**src/rtl/sp_ram_arb2.sv**
```systemverilog
// sp_ram_arb2: two-master round-robin arbiter in front of a single-port RAM.
// Accepts req/gnt/rvalid transactions from two masters. It issues at most one
// RAM access per cycle and routes the one-cycle-latency read data back to the
// master that issued the access. It also counts contention stalls, saturating
// at all-ones.
// Ports:
//   clk, rst                       clock, synchronous active-high reset
//   pN_req_i/gnt_o                 request / same-cycle grant, N = 0, 1
//   pN_addr_i/we_i/be_i/wdata_i    request fields
//   pN_rvalid_o/rdata_o            response; rdata is zero for writes
//   ram_en_o/addr_o/we_o/be_o/wdata_o, ram_rdata_i   RAM port
//   stall_cnt_o                    saturating count of stalled cycles
module sp_ram_arb2 #(
  parameter int unsigned ADDR_WIDTH = 15,
  parameter int unsigned DATA_WIDTH = 32
) (
  input  logic                    clk,
  input  logic                    rst,
  input  logic                    p0_req_i,
  output logic                    p0_gnt_o,
  input  logic [ADDR_WIDTH-1:0]   p0_addr_i,
  input  logic                    p0_we_i,
  input  logic [DATA_WIDTH/8-1:0] p0_be_i,
  input  logic [DATA_WIDTH-1:0]   p0_wdata_i,
  output logic                    p0_rvalid_o,
  output logic [DATA_WIDTH-1:0]   p0_rdata_o,
  input  logic                    p1_req_i,
  output logic                    p1_gnt_o,
  input  logic [ADDR_WIDTH-1:0]   p1_addr_i,
  input  logic                    p1_we_i,
  input  logic [DATA_WIDTH/8-1:0] p1_be_i,
  input  logic [DATA_WIDTH-1:0]   p1_wdata_i,
  output logic                    p1_rvalid_o,
  output logic [DATA_WIDTH-1:0]   p1_rdata_o,
  output logic                    ram_en_o,
  output logic [ADDR_WIDTH-1:0]   ram_addr_o,
  output logic                    ram_we_o,
  output logic [DATA_WIDTH/8-1:0] ram_be_o,
  output logic [DATA_WIDTH-1:0]   ram_wdata_o,
  input  logic [DATA_WIDTH-1:0]   ram_rdata_i,
  output logic [15:0]             stall_cnt_o
);

  localparam int unsigned CNT_WIDTH = 16;

  logic                 prio_q, prio_d;
  logic                 resp_vld_q, resp_vld_d;
  logic                 resp_port_q, resp_port_d;
  logic                 resp_rd_q, resp_rd_d;
  logic [CNT_WIDTH-1:0] stall_cnt_q, stall_cnt_d;
  logic                 gnt0_c, gnt1_c, stall_c;

  // Same-cycle arbitration; prio_q breaks ties, and reset blocks all grants.
  always_comb begin
    gnt0_c = 1'b0;
    gnt1_c = 1'b0;
    if (!rst) begin
      if (p0_req_i && (!p1_req_i || !prio_q)) begin
        gnt0_c = 1'b1;
      end else if (p1_req_i) begin
        gnt1_c = 1'b1;
      end
    end
  end

  assign stall_c = (p0_req_i & ~gnt0_c) | (p1_req_i & ~gnt1_c);

  // RAM pins follow the granted port, defaulting to port 0 when idle.
  always_comb begin
    ram_en_o    = gnt0_c | gnt1_c;
    ram_addr_o  = p0_addr_i;
    ram_we_o    = p0_we_i;
    ram_be_o    = p0_be_i;
    ram_wdata_o = p0_wdata_i;
    if (gnt1_c) begin
      ram_addr_o  = p1_addr_i;
      ram_we_o    = p1_we_i;
      ram_be_o    = p1_be_i;
      ram_wdata_o = p1_wdata_i;
    end
  end

  // Next state: priority goes to the loser, and the response tracks the granted access.
  always_comb begin
    prio_d      = prio_q;
    resp_vld_d  = gnt0_c | gnt1_c;
    resp_port_d = gnt1_c;
    resp_rd_d   = ~ram_we_o;
    stall_cnt_d = stall_cnt_q;
    if (gnt0_c) begin
      prio_d = 1'b1;
    end else if (gnt1_c) begin
      prio_d = 1'b0;
    end
    if (stall_c && (stall_cnt_q != {CNT_WIDTH{1'b1}})) begin
      stall_cnt_d = stall_cnt_q + CNT_WIDTH'(1);
    end
  end

  // State registers.
  always_ff @(posedge clk) begin
    if (rst) begin
      prio_q      <= 1'b0;
      resp_vld_q  <= 1'b0;
      resp_port_q <= 1'b0;
      resp_rd_q   <= 1'b0;
      stall_cnt_q <= '0;
    end else begin
      prio_q      <= prio_d;
      resp_vld_q  <= resp_vld_d;
      resp_port_q <= resp_port_d;
      resp_rd_q   <= resp_rd_d;
      stall_cnt_q <= stall_cnt_d;
    end
  end

  assign p0_gnt_o    = gnt0_c;
  assign p1_gnt_o    = gnt1_c;
  assign p0_rvalid_o = resp_vld_q & ~resp_port_q;
  assign p1_rvalid_o = resp_vld_q & resp_port_q;
  // Write responses return zero data.
  assign p0_rdata_o  = (p0_rvalid_o && resp_rd_q) ? ram_rdata_i : '0;
  assign p1_rdata_o  = (p1_rvalid_o && resp_rd_q) ? ram_rdata_i : '0;
  assign stall_cnt_o = stall_cnt_q;

endmodule

```
**config.mk**
```make
export PLATFORM = sky130hd
export DESIGN_NAME = sp_ram_arb2
export DESIGN_NICKNAME = d
export VERILOG_FILES = /design/src/rtl/sp_ram_arb2.sv
export SDC_FILE = /design/constraint.sdc
export NUM_CORES = 1
export LEC_CHECK = 0
export ABC_AREA = 1
export CAP_MARGIN = 20
export CORE_AREA = 2 2 108 110
export DETAILED_ROUTE_END_ITERATION = 6
export DIE_AREA = 0 0 110 112
export DONT_BUFFER_PORTS = 1
export PLACE_DENSITY = 0.42
export SLEW_MARGIN = 10
export SYNTH_ARGS = -nofsm -noshare
export SYNTH_HDL_FRONTEND = slang
export SYNTH_SLANG_ARGS = --single-unit
```
**constraint.sdc**
```tcl
create_clock -name clk -period 2.3 [get_ports clk]
set_clock_uncertainty 0.1 [all_clocks]
set_input_delay 0.46 -clock clk [delete_from_list [all_inputs] [get_ports clk]]
set_output_delay 0.46 -clock clk [all_outputs]
set_load 0.01 [all_outputs]
```
; Yosys cells after proc, flatten, opt, wreduce, memory -nomap -nowiden
; Cells that the tools add are included.
[totals]
reg_bits = 20
input_bits = 140
output_inout_bits = 137
wordCells = 38
[op_classes]
addsub = 1
n_eq_ne = 1
n_mux = 13
n_bitwise = 10
n_reduce_logical = 8
[ops]
columns = op, count
row1 = 2-to-1 mux 32 bit, 3
row2 = adder 16 x 1 -> 16 bit (second input constant), 1
row3 = != test 16 bit (second input constant), 1
row4 = 2-to-1 mux 15 bit, 1
row5 = 2-to-1 mux 1 bit, 8
row6 = AND 1 bit, 4
row7 = logical AND 1 bit, 4
row8 = 2-to-1 mux 4 bit, 1
row9 = NOT 1 bit, 4
row10 = logical NOT 1 bit, 2
row11 = bitwise OR 1 bit, 2
row12 = nonzero test 2 bit, 1
row13 = logical OR 1 bit, 1

; Logic depth before layout (Yosys ltp)
; Gate-level depths: netlist (run 1).
[logic_depth]
ltp_word = 9
depth_mapped = 9
depth_no_buf = 9

; Worst setup path before layout (run 1)
; No wires, ideal clock.
[synth_path]
path_kind = input-to-output
start = input port p1_req_i
end = output port ram_addr_o[10]
arrival_time_ns = 1.240
required_time_ns = 1.740
path_slack_ns = 0.500
stages = 7
path_buffers = 1
cell_sequence = inv_1 > nor2_1 > nand2_1 > inv_2 > clkbuf_1 > nand2_1 > nand2_1
[synth_between]
elab_chain_cells = 6
word_cells_on_any_way = 7
classes_between = 4 x mux / 3 x reduce/logical
[synth_lines]
columns = element, line
row1 = "start, declared", 27  ; input logic p1_req_i,
row2 = logical NOT 1 bit, 58  ; if (p0_req_i && (!p1_req_i || !prio_q)) begin
row3 = logical OR 1 bit, 58
row4 = logical AND 1 bit, 58
row5 = 2-to-1 mux 1 bit (*), 58
row6 = 2-to-1 mux 1 bit (*), 57  ; if (!rst) begin
row7 = net p1_gnt_o, 28  ; output logic p1_gnt_o,
row8 = 2-to-1 mux 15 bit (*), 75  ; if (gnt1_c) begin
row9 = "end, declared", 36  ; output logic [ADDR_WIDTH-1:0] ram_addr_o,
; Mark *: on every way through the listed nets, which the timed path passes. The rest lies on a longest branch.

; Worst setup path in the final report (run 1)
[layout_path]
start = register prio_q
end = output port ram_we_o
[layout_between]
elab_chain_cells = 6
[layout_lines]
columns = element, line
row1 = "start, declared", 46  ; logic prio_q, prio_d;
row2 = "start signal, assigned", 109  ; prio_q <= prio_d;
row3 = logical NOT 1 bit, 58
row4 = logical OR 1 bit, 58
row5 = logical AND 1 bit, 58
row6 = 2-to-1 mux 1 bit, 58
row7 = 2-to-1 mux 1 bit, 57
row8 = 2-to-1 mux 1 bit, 75
row9 = "end, declared", 37  ; output logic ram_we_o,
; No other way between the ends.

==> impl_metrics.sql, run 1 <==
INSERT INTO impl_metrics (metric_group, metric, value, unit) VALUES
('route', 'route.vias.total', '2629', ''),
('grt', 'vias_in_the_first_global_route', '2062', ''),
('worst_setup_path', 'worst_case_reg_to_reg_path_depth', '8', ''),
('route', 'route.detailed.vias_per_inst', '4.36', ''),
('place', 'rd_place_congestion', '0.807', ''),
('cells_and_area', 'final_cell_area', '2580', 'um^2'),
('route', 'wl_per_cell', '13.0', 'um'),
('worst_setup_path', 'crit_slowest_cell', 'buf_4', ''),
('sta', 'final_period_minus_worst_setup_slack', '2.15', 'ns'),
('floorplanning', 'io_pins', '277', ''),
('cells_and_area', 'area_growth', '17.8', '%'),
('route', 'wl_met1', '3210', 'um'),
('clocking', 'cts_tree', 'built', ''),
('logic_synthesis', 'ys_warn_count', '0', ''),
('route', 'met3_length', '541', 'um'),
('route', 'dr_wl_met2', '4010', 'um'),
('floorplanning', 'coreArea', '11200', 'um^2'),
('place', 'dp_hpwl', '6760', 'um'),
('worst_setup_path', 'reg2reg_setup_slack', '0.27', 'ns'),
('sta', 'hold_violations', '0', ''),
('clocking', 'ctsHoldBuffers', '0', ''),
('worst_hold_path', 'worst_hold_startpoint', 'rst', ''),
('route', 'drt-total-wl', '7830', 'um'),
('sta', 'worst-slew-pin-transition', '0.830', 'ns'),
('sta', 'fin_tns_setup', '0', 'ns'),
('sta', 'ratio_of_final_minimum_period_to_clock_period', '93.7', '%'),
('cells_and_area', 'n_fill_cell', '1270', ''),
('sta', 'post-route-worst-setup-slack', '0.146', 'ns'),
('worst_hold_path', 'worst_hold_path_type', 'in2reg', ''),
('floorplanning', 'floorplan.initialDensity', '19.6', '%'),
('grt', 'grt_use_total', '11.5', '%'),
('worst_setup_path', 'worstPathCellList', 'inv_1 -> nand2_1 -> nand2_2 -> buf_4 -> nand2_1 -> nand2_1', ''),
('power_and_ir_drop', 'power.density', '445', 'nW/um^2'),
('place', 'dpl_cell_area', '2470', 'um^2'),
('clocking', 'clock-root-buffer', 'clkbuf_16', ''),
('run_status', 'outcome', 'finished, final reports clean', ''),
('clocking', 'clock-sinks', '20', ''),
('logic_synthesis', 'seq_cells_post_synth', '20', ''),
('place', 'place.port_buffers', '0', ''),
('grt', 'grt-ovfl-total', '0', ''),
('worst_setup_path', 'critical_path_class', 'reg2out', ''),
('clocking', 'clk_latency', '0.26', 'ns'),
('floorplanning', 'die_width', '110', 'um'),
('cells_and_area', 'antenna-diode-count', '0', ''),
('cells_and_area', 'drive_above_1_share', '10.4', '%'),
('route', 'detailedRoute.firstIterationViolations', '159', ''),
('logic_synthesis', 'postSynthCellCount', '451', ''),
('route', 'detail_route.drc_violations', '0', ''),
('power_and_ir_drop', 'worst_ir_drop_vdd', '324', 'uV'),
('sta', 'grt_setup_unrepaired', 'false', ''),
('floorplanning', 'chipHeight', '112', 'um'),
('clocking', 'cts_setup_buffers', '0', ''),
('sta', 'slew_violations', '0', ''),
('logic_synthesis', 'post_synth_num_cell_types', '23', ''),
('sta', 'finalHoldWorstSlack', '0.158', 'ns'),
('grt', 'grt_max_degree', '55', ''),
('grt', 'number_of_antenna_violations_at_the_first_check_in_global_routing', '0', ''),
('grt', 'wire_length_of_the_first_global_routing_pass', '11100', 'um'),
('cells_and_area', 'total_nets_final', '602', ''),
('clocking', 'clockBufferDepth', '2', ''),
('power_and_ir_drop', 'post-layout-total-power', '1.15', 'mW'),
('worst_setup_path', 'critical_path_arrival', '1.59', 'ns'),
('logic_synthesis', 'yosysSeqAreaShare', '18.3', '%'),
('worst_setup_path', 'critical-path-top-cell-by-count', 'nand2_1', ''),
('clocking', 'numCtsBuffers', '3', ''),
('worst_hold_path', 'whs_endpoint', 'stall_cnt_o[6]', ''),
('route', 'drtAntennaViolNets', '0', ''),
('worst_setup_path', 'worst_r2r_end', 'stall_cnt_o[9]', ''),
('logic_synthesis', 'syn-num-nets', '592', ''),
('worst_setup_path', 'crit_fanout', '54', ''),
('logic_synthesis', 'post_synth.cell_area_avg', '4.85', 'um^2');
worst max-delay path: cells and delay by family, from the launching register on:
family                 cells  cell delay (ns)
and+or+nand+nor            4             0.51
buffers and inverters      2             0.49
DFF                        1             0.31
synthesized netlist by cell type, drive strengths merged:
cell type / number / share of area, %
and2: 1 / 0.34
nand3: 10 / 2.5
nor2: 98 / 18
inv: 54 / 9.3
xnor2: 3 / 1.2
ha: 1 / 0.57
clkbuf: 12 / 2.1
a21oi: 12 / 4.3
buf: 8 / 1.9
o21ai: 5 / 1.1
dfxtp: 20 / 18
nand4: 5 / 2.1
nand2: 220 / 38
xor2: 2 / 0.80
final cells by class:
cell class / instances / area, um^2 / area share [%]
inverter: 54 / 205 / 7.95
clock buffer: 3 / 75.1 / 2.91
sequential: 20 / 400 / 15.5
clock inverter: 1 / 30.0 / 1.16
timing repair buffer: 25 / 188 / 7.27
tap: 143 / 179 / 6.94
multi-input combinational: 357 / 1500 / 58.2
how the worst max path moves through the flow:
stage,to,cells after the start
after floorplan,ram_addr_o[10],7
after global placement,ram_wdata_o[20],7
after detailed placement,ram_wdata_o[20],7
after CTS,ram_wdata_o[20],7
after global routing,ram_en_o,6
final,ram_we_o,6
repair_timing:
action                     4_1_cts  5_1_grt
hold endpoints to repair         0        0
setup endpoints to repair        0        9
resized for setup                0        2
state kept, by name, indices dropped and copies added (netlist names):
name and count:
stall_cnt_o 16, prio_q 1, resp_port_q 1, resp_rd_q 1
resp_vld_q 1
where the power goes:
group	internal, mW	switching [mW]
combinational	0.0789	0.213
clock	0.346	0.145
sequential	0.357	0.00905
metrics by stage:
stage	cells	util (%)
6_report	603	23.1
5_1_grt	603	23.1
4_1_cts	603	23.1
3_5_place_dp	599	22.1
3_3_place_gp	599	22.1
2_1_floorplan	451	-
placed cells by master, fill, tap and decap left out, drive strengths merged:
cell,synthesis,routed
dfxtp,20,20
bufinv,0,1
clkbuf,12,3
ha,1,1
xor2,2,2
nand3,10,10
inv,54,54
nor2,98,98
nand2,220,220
buf,8,25
a21oi,12,12
o21ai,5,5
and2,1,1
nand4,5,5
xnor2,3,3
cell families after synthesis:
logic type	synth area share [%]
adders and majority gates	0.571
AOI/OAI and AO/OA	5.43
buffers and inverters	13.2
DFF	18.3
xor gates and xnor gates	2.00
and+or+nand+nor	60.5
layer usage:
metal,up-vias,GRT usage (%)
li1,1340,-
met1,1120,14.8
met2,161,20.7
met3,8,0.761
met4,0,2.53
met5,-,0
Power figures use the tool's default switching activity.
==> inputs of run 2 (changes only) <==
- BUFFER_PORTS_ARGS: default -> -buffer_cell sky130_fd_sc_hd__buf_2
- CORE_AREA: 2 2 108 110 -> 2 2 107 109
- DIE_AREA: 0 0 110 112 -> 0 0 109 111
- DONT_BUFFER_PORTS: 1 -> default
- PLACE_DENSITY: 0.42 -> 0.64
==> run 2 against run 1 <==
- critical path depth up 2
- clock power down 19%
- power increased by 8.6%
- cell count up 43%
- non-clock buffer count up 259
- maximum frequency increased by 5.8%
- largest power group is now combinational logic
==> impl_metrics.sql, run 2 (synthesized netlist as in run 1, its figures left out) <==
INSERT INTO impl_metrics (metric_group, metric, value, unit) VALUES
('clocking', 'clockBufferDepth', '2', ''),
('worst_setup_path', 'critical-path-top-cell-by-count', 'nand2_1', ''),
('flow_run', 'maxCapViolations', '0', ''),
('power_and_ir_drop', 'comb_power_share', '38.8', '%'),
('route', 'drt-total-wl', '9270', 'um'),
('power_and_ir_drop', 'pwr-share-clk', '31.8', '%'),
('clocking', 'ctsHoldBuffers', '0', ''),
('clocking', 'clock_pin_slew_on_the_worst_setup_and_hold_paths', '0.05', 'ns'),
('clocking', 'cts_tree', 'built', ''),
('route', 'route.detailed.vias_per_inst', '4.13', ''),
('worst_setup_path', 'setup.worst_path.end', 'ram_be_o[1]', ''),
('route', 'detailedRoute.firstIterationViolations', '161', ''),
('worst_setup_path', 'stages_on_the_worst_setup_path', '8', ''),
('grt', 'number_of_antenna_violations_at_the_first_check_in_global_routing', '0', ''),
('sta', 'timing.final.setup_violations', '0', ''),
('cells_and_area', 'total_nets_final', '861', ''),
('sta', 'worst-slew-pin-transition', '0.314', 'ns'),
('worst_setup_path', 'worst-endpoint-required', '1.74', 'ns'),
('worst_setup_path', 'critical_path_arrival', '1.48', 'ns'),
('worst_setup_path', 'crit_slowest_cell', 'dfxtp_1', ''),
('sta', 'finalHoldWorstSlack', '0.380', 'ns'),
('worst_setup_path', 'reg2reg_setup_slack', '0.47', 'ns'),
('worst_setup_path', 'worst_setup_path_end_kind', 'output port', ''),
('sta', 'max_freq', '0.491', 'GHz'),
('place', 'place_inst', '858', ''),
('worst_setup_path', 'timing.critical_path.buf_inv', '4', ''),
('floorplanning', 'area_of_the_die', '12100', 'um^2'),
('cells_and_area', 'antenna-diode-count', '0', ''),
('worst_setup_path', 'critical_path_class', 'reg2out', ''),
('clocking', 'cts_resized', '0', ''),
('sta', 'final_period_minus_worst_setup_slack', '2.04', 'ns'),
('floorplanning', 'chipHeight', '111', 'um'),
('grt', 'grt-ovfl-total', '0', ''),
('clocking', 'cts_setup_buffers', '0', ''),
('grt', 'grt_use_total', '13.5', '%'),
('clocking', 'numCtsBuffers', '3', ''),
('cells_and_area', 'finalCoreUtilization', '34.8', '%'),
('worst_setup_path', 'r2r-start', 'prio_q', ''),
('route', 'drtAntennaViolNets', '0', ''),
('floorplanning', 'core_rows', '39', ''),
('floorplanning', 'floorplan.initialDensity', '19.8', '%'),
('worst_setup_path', 'worstPathCellList', 'inv_1 -> nand2_1 -> nand2_2 -> inv_2 -> buf_12 -> nand2_1 -> nand2_1 -> buf_2', ''),
('cells_and_area', 'most-common-layout-cells', '276 x buf_2, 217 x nand2_1, 95 x nor2_1', ''),
('clocking', 'clock-root-buffer', 'clkbuf_16', ''),
('place', 'dp_hpwl', '7810', 'um'),
('worst_setup_path', 'timing.critical_path.from', 'prio_q', ''),
('place', 'place.port_buffers', '276', ''),
('cells_and_area', 'largest_reg_flops', '16', ''),
('power_and_ir_drop', 'power_switching_share', '32.5', '%'),
('worst_setup_path', 'worst_case_reg_to_reg_path_depth', '9', ''),
('sta', 'slew_violations', '0', ''),
('worst_hold_path', 'worst_hold_startpoint', 'prio_q', ''),
('place', 'rd_place_congestion', '0.828', ''),
('sta', 'fin_tns_setup', '0', 'ns'),
('cells_and_area', 'layout.cells.most_common', 'buf_2', ''),
('grt', 'vias_in_the_first_global_route', '2830', ''),
('worst_setup_path', 'crit_fanout', '23', ''),
('route', 'wl_per_cell', '10.8', 'um'),
('sta', 'grt_setup_unrepaired', 'false', ''),
('worst_hold_path', 'worst_hold_path_type', 'reg2reg', ''),
('power_and_ir_drop', 'switchingPower', '406', 'uW'),
('power_and_ir_drop', 'cellInternalPower', '841', 'uW'),
('route', 'route.vias.total', '3558', ''),
('sta', 'hold_violations', '0', ''),
('cells_and_area', 'area_growth', '75.9', '%'),
('cells_and_area', 'fin_cells', '862', ''),
('worst_setup_path', 'cp_top_family', 'buffers and inverters', ''),
('clocking', 'htreeDepth', '1', ''),
('clocking', 'clock-sinks', '20', ''),
('worst_setup_path', 'worstSetupStartpointType', 'flip-flop', ''),
('grt', 'wire_length_of_the_first_global_routing_pass', '13200', 'um'),
('clocking', 'clk_latency', '0.25', 'ns'),
('power_and_ir_drop', 'seqPwrFrac', '29.4', '%'),
('floorplanning', 'io_pins', '277', ''),
('grt', 'grt_max_degree', '57', ''),
('worst_setup_path', 'worst_r2r_end', 'stall_cnt_o[0]', ''),
('floorplanning', 'die_width', '109', 'um'),
('power_and_ir_drop', 'power.density', '324', 'nW/um^2'),
('sta', 'max_slew_margin', '79.1', '%'),
('cells_and_area', 'drive_above_1_share', '42.7', '%'),
('power_and_ir_drop', 'worst_ir_drop_vdd', '162', 'uV'),
('route', 'detail_route.drc_violations', '0', ''),
('power_and_ir_drop', 'total_leakage_power', '2.56', 'nW'),
('sta', 'ratio_of_final_minimum_period_to_clock_period', '88.6', '%'),
('floorplanning', 'coreArea', '11100', 'um^2'),
('route', 'firstDrtPassIters', '4', ''),
('worst_setup_path', 'max_stage_delay', '0.33', 'ns'),
('run_status', 'outcome', 'finished, final reports clean', '');
## run 2: per-layer routing
layer / part of all wire, % / track usage [%] / vias to the layer above
met3: 9.4 / 1.47 / 15
met1: 40 / 16.5 / 1487
met5: 0 / 0 / -
met4: 1.6 / 3.68 / 0
met2: 49 / 24.3 / 198
li1: - / - / 1858
## run 2: worst register-to-register path: stages (launching register included)
cell	delay [ns]
dfxtp_1	0.31
inv_1	0.06
nand2_1	0.07
nand2_2	0.10
buf_12	0.24
nand2_1	0.13
nand2_1	0.24
nand2_2	0.21
o21ai_0	0.20
nor2_1	0.06
## run 2: worst min-delay path by stage
stage	endpoint	slack, ns	depth (start not counted)
2_1_floorplan	prio_q	0.35	2
3_3_place_gp	prio_q	0.38	2
3_5_place_dp	prio_q	0.37	2
4_1_cts	prio_q	0.38	2
5_1_grt	prio_q	0.40	2
6_report	prio_q	0.38	2
## run 2: layout make-up
type	instances	area, um^2
Clock buffer	4	88.8
Fill cell	1218	7220
Inverter	54	203
Multi-Input combinational cell	357	1500
Sequential cell	20	400
Tap cell	143	179
Timing Repair Buffer	284	1480
## run 2: per-stage QoR
step	power [mW]	instance area, um^2	setup slack [ns]
global placement	0.861	3760	0.183
CTS	1.26	3850	0.239
floorplan	0.598	2190	0.500
detailed placement	0.862	3760	0.212
finish	1.25	3850	0.263
global route	1.32	3850	0.122
## run 2: power groups by stage
stage          Combinational, mW  Clock [mW]  Sequential [mW]
2_1_floorplan              0.224           0            0.375
4_1_cts                    0.490       0.407            0.367
6_report                   0.484       0.396            0.367
3_3_place_gp               0.487           0            0.374
5_1_grt                    0.536       0.418            0.369
3_5_place_dp               0.487           0            0.375
